===== config.mk =====
export PLATFORM = sky130hd
export DESIGN_NAME = bcd_count_ctrl
export DESIGN_NICKNAME = d
export VERILOG_FILES = /design/src/rtl/bcd_count_ctrl.sv
export SDC_FILE = /design/constraint.sdc
export NUM_CORES = 1
export LEC_CHECK = 0
export ABC_AREA = 1
export CAP_MARGIN = 15
export CORE_MARGIN = 8
export CORE_UTILIZATION = 25
export DETAILED_ROUTE_END_ITERATION = 8
export MAX_ROUTING_LAYER = met4
export PLACE_DENSITY = 0.49
export SYNTH_ARGS = -nofsm -noshare
export SYNTH_HDL_FRONTEND = slang
export SYNTH_SLANG_ARGS = --single-unit

===== constraint.sdc =====
create_clock -name clk -period 2 [get_ports clk]
set_input_delay 0.4 -clock clk [delete_from_list [all_inputs] [get_ports clk]]
set_output_delay 0.4 -clock clk [all_outputs]
set_load 0.05 [all_outputs]

===== src/rtl/bcd_count_ctrl.sv =====
// bcd_count_ctrl: run/pause/clear sequencer for a cascaded BCD counter chain.
// A prescaler divides the clock; every PRESCALE cycles in RUN the chain
// advances by one, with decade carries between digits. Reaching the BCD
// limit (or the full wrap when limit is zero) pulses done and stops in DONE.
// Optional feature macro: BCD_CTRL_AUTO_RELOAD_EN -- when defined, the
// terminal count reloads to zero and the controller keeps running.
//
// Control inputs are level-sampled on every rising clk edge; there is no
// valid/ready handshake. Priority is clear > pause > start.
// pause has an effect only in RUN. start has an effect in IDLE, PAUSE and DONE.
module bcd_count_ctrl #(
    parameter int DIGITS   = 2,
    parameter int PRESCALE = 4
) (
    input  logic                  clk,
    input  logic                  rst_n,
    input  logic                  start,
    input  logic                  pause,
    input  logic                  clear,
    input  logic [4*DIGITS-1:0]   limit,
    output logic [4*DIGITS-1:0]   count,
    output logic [1:0]            state,
    output logic                  busy,
    output logic                  done
);

    localparam int W  = 4 * DIGITS;
    localparam int PW = (PRESCALE > 1) ? $clog2(PRESCALE) : 1;
    localparam logic [PW-1:0] PS_LAST = PW'(PRESCALE - 1);

    typedef enum logic [1:0] {
        IDLE  = 2'b00,
        RUN   = 2'b01,
        PAUSE = 2'b10,
        DONE  = 2'b11
    } state_t;

    state_t          state_q, state_n;
    logic [W-1:0]    count_q, count_n;
    logic [PW-1:0]   ps_q, ps_n;
    logic            done_q, done_n;

    logic [W-1:0]    inc_count;
    logic            wrap;
    logic            carry;
    logic [3:0]      digit;
    logic            limit_ok;
    logic            terminal;

    // Decade increment of the whole chain; a digit at 9 (or above) with a
    // carry-in always goes to 0 so only 0..9 is ever produced.
    always_comb begin
        inc_count = '0;
        carry     = 1'b1;
        digit     = '0;
        for (int d = 0; d < DIGITS; d++) begin
            digit = count_q[4*d +: 4];
            if (carry) begin
                if (digit >= 4'd9) begin
                    inc_count[4*d +: 4] = 4'd0;
                    carry               = 1'b1;
                end else begin
                    inc_count[4*d +: 4] = digit + 4'd1;
                    carry               = 1'b0;
                end
            end else begin
                inc_count[4*d +: 4] = digit;
            end
        end
        wrap = carry;
    end

    // Terminal detection: zero limit means full wrap; a limit with any
    // non-decimal digit can never match.
    always_comb begin
        limit_ok = 1'b1;
        for (int d = 0; d < DIGITS; d++) begin
            if (limit[4*d +: 4] > 4'd9) begin
                limit_ok = 1'b0;
            end
        end
        if (limit == '0) begin
            terminal = wrap;
        end else begin
            terminal = limit_ok && (inc_count == limit);
        end
    end

    // Next-state, next-count and prescaler logic.
    always_comb begin
        state_n = state_q;
        count_n = count_q;
        ps_n    = ps_q;
        done_n  = 1'b0;
        if (clear) begin
            state_n = IDLE;
            count_n = '0;
            ps_n    = '0;
        end else begin
            case (state_q)
                IDLE: begin
                    if (start) begin
                        state_n = RUN;
                        ps_n    = '0;
                    end
                end
                RUN: begin
                    if (pause) begin
                        state_n = PAUSE;
                    end else if (ps_q == PS_LAST) begin
                        ps_n    = '0;
                        count_n = inc_count;
                        if (terminal) begin
                            done_n = 1'b1;
`ifdef BCD_CTRL_AUTO_RELOAD_EN
                            count_n = '0;
`else
                            state_n = DONE;
`endif
                        end
                    end else begin
                        ps_n = ps_q + PW'(1);
                    end
                end
                PAUSE: begin
                    if (start) begin
                        state_n = RUN;
                    end
                end
                DONE: begin
                    if (start) begin
                        state_n = RUN;
                        count_n = '0;
                        ps_n    = '0;
                    end
                end
                default: begin
                    state_n = IDLE;
                end
            endcase
        end
    end

    // State, count, prescaler and done registers with synchronous reset.
    always_ff @(posedge clk) begin
        if (!rst_n) begin
            state_q <= IDLE;
            count_q <= '0;
            ps_q    <= '0;
            done_q  <= 1'b0;
        end else begin
            state_q <= state_n;
            count_q <= count_n;
            ps_q    <= ps_n;
            done_q  <= done_n;
        end
    end

    assign count = count_q;
    assign state = state_q;
    assign busy  = (state_q == RUN);
    assign done  = done_q;

endmodule


Yosys cells after proc, flatten, opt, wreduce, memory -nomap -nowiden
Index checks and enable logic that the tools add are counted.

Register bits: 13. Bits in latches: 0. Memory bits (writable): 0. Bits in read-only memories: 0. Input bits: 13. Output and inout port bits: 12. Logic and storage cells: 61. Memories: 0.

$add $sub $neg: 3. Multiply operators: 0. Div/mod/pow operators: 0. $lt $le $gt $ge: 4. Equal/unequal tests: 12. Shift operators: 0. Mux-type cells: 23. Bitwise operators: 3. Reduce and logical (&&, ||, !) cells: 12.

Operator list (number): 8-bit two-way mux (3); 8-bit one-hot mux with 2 select lines (1); 2-bit two-way mux (7); 4-bit two-way mux (3); 4-bit by 1-bit adder with 4-bit output (second input constant) (2); 8-bit equality test (1); 4-bit greater-or-equal comparator (second input constant) (2); 4-bit greater-than comparator (second input constant) (2); 8-bit zero test (1); 2-bit one-hot mux with 2 select lines (2); 1-bit two-way mux (7); 2-bit equality test (second input constant) (3); 2-bit by 1-bit != test with 1-bit output (second input constant) (3); 3-bit by 2-bit != test with 1-bit output (second input constant) (2); 3-bit AND reduction (2); 5-bit OR reduction (1); 2-bit != test (second input constant) (2); 4-bit AND reduction (1); 2-bit nonzero test (2); 2-bit OR reduction (2); 1-bit NOT (3); 3-bit OR reduction (1); 2-bit by 1-bit adder with 2-bit output (second input constant) (1); 2-bit by 1-bit equality test with 1-bit output (second input constant) (1); other kinds (2) (2).

Depth between registers and ports, before layout
Depth after elaboration: 10. Depth in mapped cells: 19. Gate-level depth less buffers: 19.

Worst setup path after synthesis
No wires, ideal clock.

Path kind: register -> register. From: register count_q[0], in the netlist count[0]. To: register state_q[1], in the netlist state[1]. Library setup time: 0.131 ns. Arrival time: 2.125 ns. Required time: 1.869 ns. Slack: -0.256 ns. Cell stages (with the launch flop): 16. Buffers on the path: 0. Clock period less this slack: 2.256 ns. Cell sequence: dfxtp_1 inv_1 ha_1 nand3_2 nand2_2 inv_1 nand3_1 nand2_2 xor2_1 nand3_1 nand2_1 nand2_1 nand2_1 nand2_1 nand2_1 a21oi_2.

Longest elaborated chain between the ends: 8. Elaborated cells on any way between the ends: 11. Classes of those cells: 1 x add/sub; 1 x order compare; 2 x eq/ne; 5 x mux; 2 x reduce/logical.

RTL lines: from (decl) (line 39) `logic [W-1:0] count_q, count_n;`; from (signal assigned) (line 153) `count_q <= count_n;`; 4-bit greater-or-equal comparator (line 59) `if (digit >= 4'd9) begin`; 1-bit two-way mux (line 59); 4-bit two-way mux (line 58) `if (carry) begin`; 8-bit equality test (line 85) `terminal = limit_ok && (inc_count == limit);`; 1-bit logical AND (line 85); 1-bit two-way mux (*) (line 82) `if (limit == '0) begin`; 3-bit by 2-bit != test with 1-bit output (no source line) (*); 3-bit AND reduction (no source line) (*); to (signal assigned) (line 152) `state_q <= state_n;`; to (decl) (line 38) `state_t state_q, state_n;`.

Every way passes the cells marked *; elsewhere a longest branch is shown, timed or not. A chain may end at the register's enable or synchronous reset.

Worst setup path after layout
From: register count_q[0], in the netlist count[0]. To: output count[0].

RTL lines: to (decl) (line 21) `output logic [4*DIGITS-1:0] count,`.

No word-level cell between the ends.

==> reports/qor.yml <==
outcome:
  status: "complete, no violations"
global_route:
  grt-ovfl-total: 0
  grt_pass1_vias: 1067
  grt_max_degree: 12
  antenna_found_initial: 0
  grt_usage_pct: 8.61
  grt_pass1_wl_um: 4460
worst_hold_path:
  hold_path_class: "reg2reg"
timing:
  fin_crit_sh_pct: 96.7
  final_max_slew_viol_count: 0
  fmax_ghz: 0.517
  fin_skew_ns: 0.00337
  rsz0062_at_grt: "true"
  period_minus_slack_ns: 1.93
  hold_viol_final: 0
  setup_viol: 0
  setup_tns_ns: 0
  worst_pin_slew_ns: 0.499
  slew_headroom_pct: 66.6
die:
  core-area_sq_mm: 0.00400
  ios: 25
  dieArea_sq_mm: 0.00650
  die_y_um: 80.6
  initial_core_util_pct: 26.1
  die-width_um: 80.6
  rows: 23
clocking:
  cts_root_buf: "clkbuf_8"
  clockBufferDepth: 2
  cts.htree.levels: 1
  cts_buffers: 3
  clk_latency_ns: 0.24
  cts.clk_slew.worst_paths_ns: 0.05
  clock_sinks: 13
  cts_tree: "done"
placed_design:
  io_buffers: 24
  place_hpwl_um: 2140
  routabilityCongestion: 0.779
  placed_cells: 257
synth:
  synth_seq_cells: 13
  avgSynthCellArea_sq_um: 6.14
  syn_inst: 170
  syn_area_sq_mm: 0.00104
  ys_seq_area_share_pct: 24.9
  ys_types: 21
  synth_warnings: 0
  synth_fp_nets: 192
worst_setup_path:
  critPathCaptureType: "primary output"
  crit_fanout: 3
  cp.required_ns: 1.60
  criticalPathCategory: "reg2out"
  crit_arrival_ns: 1.53
  cp-start-kind: "register"
routing:
  drc: 0
  dr.first_iter.drc_count: 32
  routedWlPerCell_um: 10.2
  detail-route-antenna-nets: 0
  finalWirelength_um: 2690
  via_per_inst: 4.15
  dr_total_vias: 1091
  dr.pass1.iters: 4
final_layout:
  final_common_cell: "nand2_1"
  antenna_cells: 0
  area_growth_pct: 55.3
  finalNonFillerCells: 263
  drive_gt1_share_pct: 25.4
  final_nets: 236
  mostFrequentLayoutCells: "nand2_1, inv_1, buf_4"
power:
  leakagePower_nw: 0.760
  ir_drop_uv: 256
  power.density_mw_per_mm2: 364
run:
  drv_cap: 0
-- state kept, by name, indices dropped and copies added (netlist names) --
signal,count
done,1
count,8
state,2
ps_q,2
-- layer usage --
| layer | global-route usage [%] | vias to the layer above | routed length [um] |
|---|---|---|---|
| met3 | 2.34 | 4 | 110 |
| li1 | - | 620 | - |
| met4 | 3.64 | 0 | 30 |
| met1 | 10.8 | 449 | 1360 |
| met5 | - | - | 0 |
| met2 | 12.6 | 18 | 1180 |
-- Yosys cell counts (all sizes together) --
master / n / area share, %
nand4: 1 / 0.60
o21bai: 2 / 2.5
a22oi: 1 / 0.72
nand3: 17 / 8.6
o21ai: 6 / 2.9
a21oi: 12 / 6.1
nor2: 14 / 5.0
ha: 9 / 11
nand3b: 2 / 1.4
clkbuf: 1 / 0.36
dfxtp: 13 / 25
xor2: 3 / 2.5
inv: 26 / 9.4
nor3: 2 / 0.96
nand2: 60 / 22
buf: 1 / 1.1
-- logic make-up (layout without fill, tap and decap cells) --
group	count (synthesis)	in the layout	synth area share [%]
AOI/OAI and AO/OA	21	21	12.2
xor gates and xnor gates	3	3	2.52
adders and majority gates	9	9	10.8
buffers and inverters	28	71	10.8
DFF	13	13	24.9
and+or+nand+nor	96	96	38.7
-- final timing paths --
kind | start | endpoint | slack, ns | depth (start not counted)
setup / recovery | count[0] | count[0] | 0.07 | 2
hold / removal | ps_q[0] | ps_q[0] | 0.47 | 2
setup reg to reg | count[0] | state[1] | 0.12 | 17
hold reg to reg | ps_q[0] | ps_q[0] | 0.47 | 2
-- per-stage QoR --
| stage | instance area (sq um) | util [%] | power (mW) | hold WS [ns] | setup slack [ns] |
|---|---|---|---|---|---|
| after detailed placement | 1450 | 36.3 | 0.374 | 0.468 | -0.122 |
| final | 1620 | 40.5 | 0.589 | 0.474 | 0.0658 |
| after global placement | 1450 | 36.3 | 0.375 | 0.463 | -0.124 |
| after floorplan | 1050 | - | 0.321 | 0.441 | -0.0353 |
| after CTS | 1500 | 37.4 | 0.605 | 0.474 | 0.00556 |
| after global routing | 1620 | 40.5 | 0.628 | 0.488 | -0.0472 |
-- power breakdown --
group          total, mW  switching (mW)  internal [mW]
Clock              0.224          0.0839          0.140
Sequential         0.263         0.00315          0.260
Combinational      0.103          0.0518         0.0508
-- area by class of cell --
cell class | instances | area (sq um)
flip-flops and latches | 13 | 272
multi-input cells | 129 | 762
repair buffers | 41 | 379
well taps | 50 | 62.6
clock buffers | 4 | 45.0
fillers | 409 | 2380
inverters | 26 | 100
-- critical path, stage by stage, from the launching register on --
cell and delay (ns):
dfxtp_4 0.38, buf_6 0.12, clkdlybuf4s50_1 0.80
-- what timing repair did --
item | in CTS | in global routing
buffers inserted | 0 | 2
endpoints found under the setup margin | 0 | 3
gates resized for setup | 0 | 32
hold buffers | 0 | 0
No activity file was read; power rests on OpenSTA's default activity.
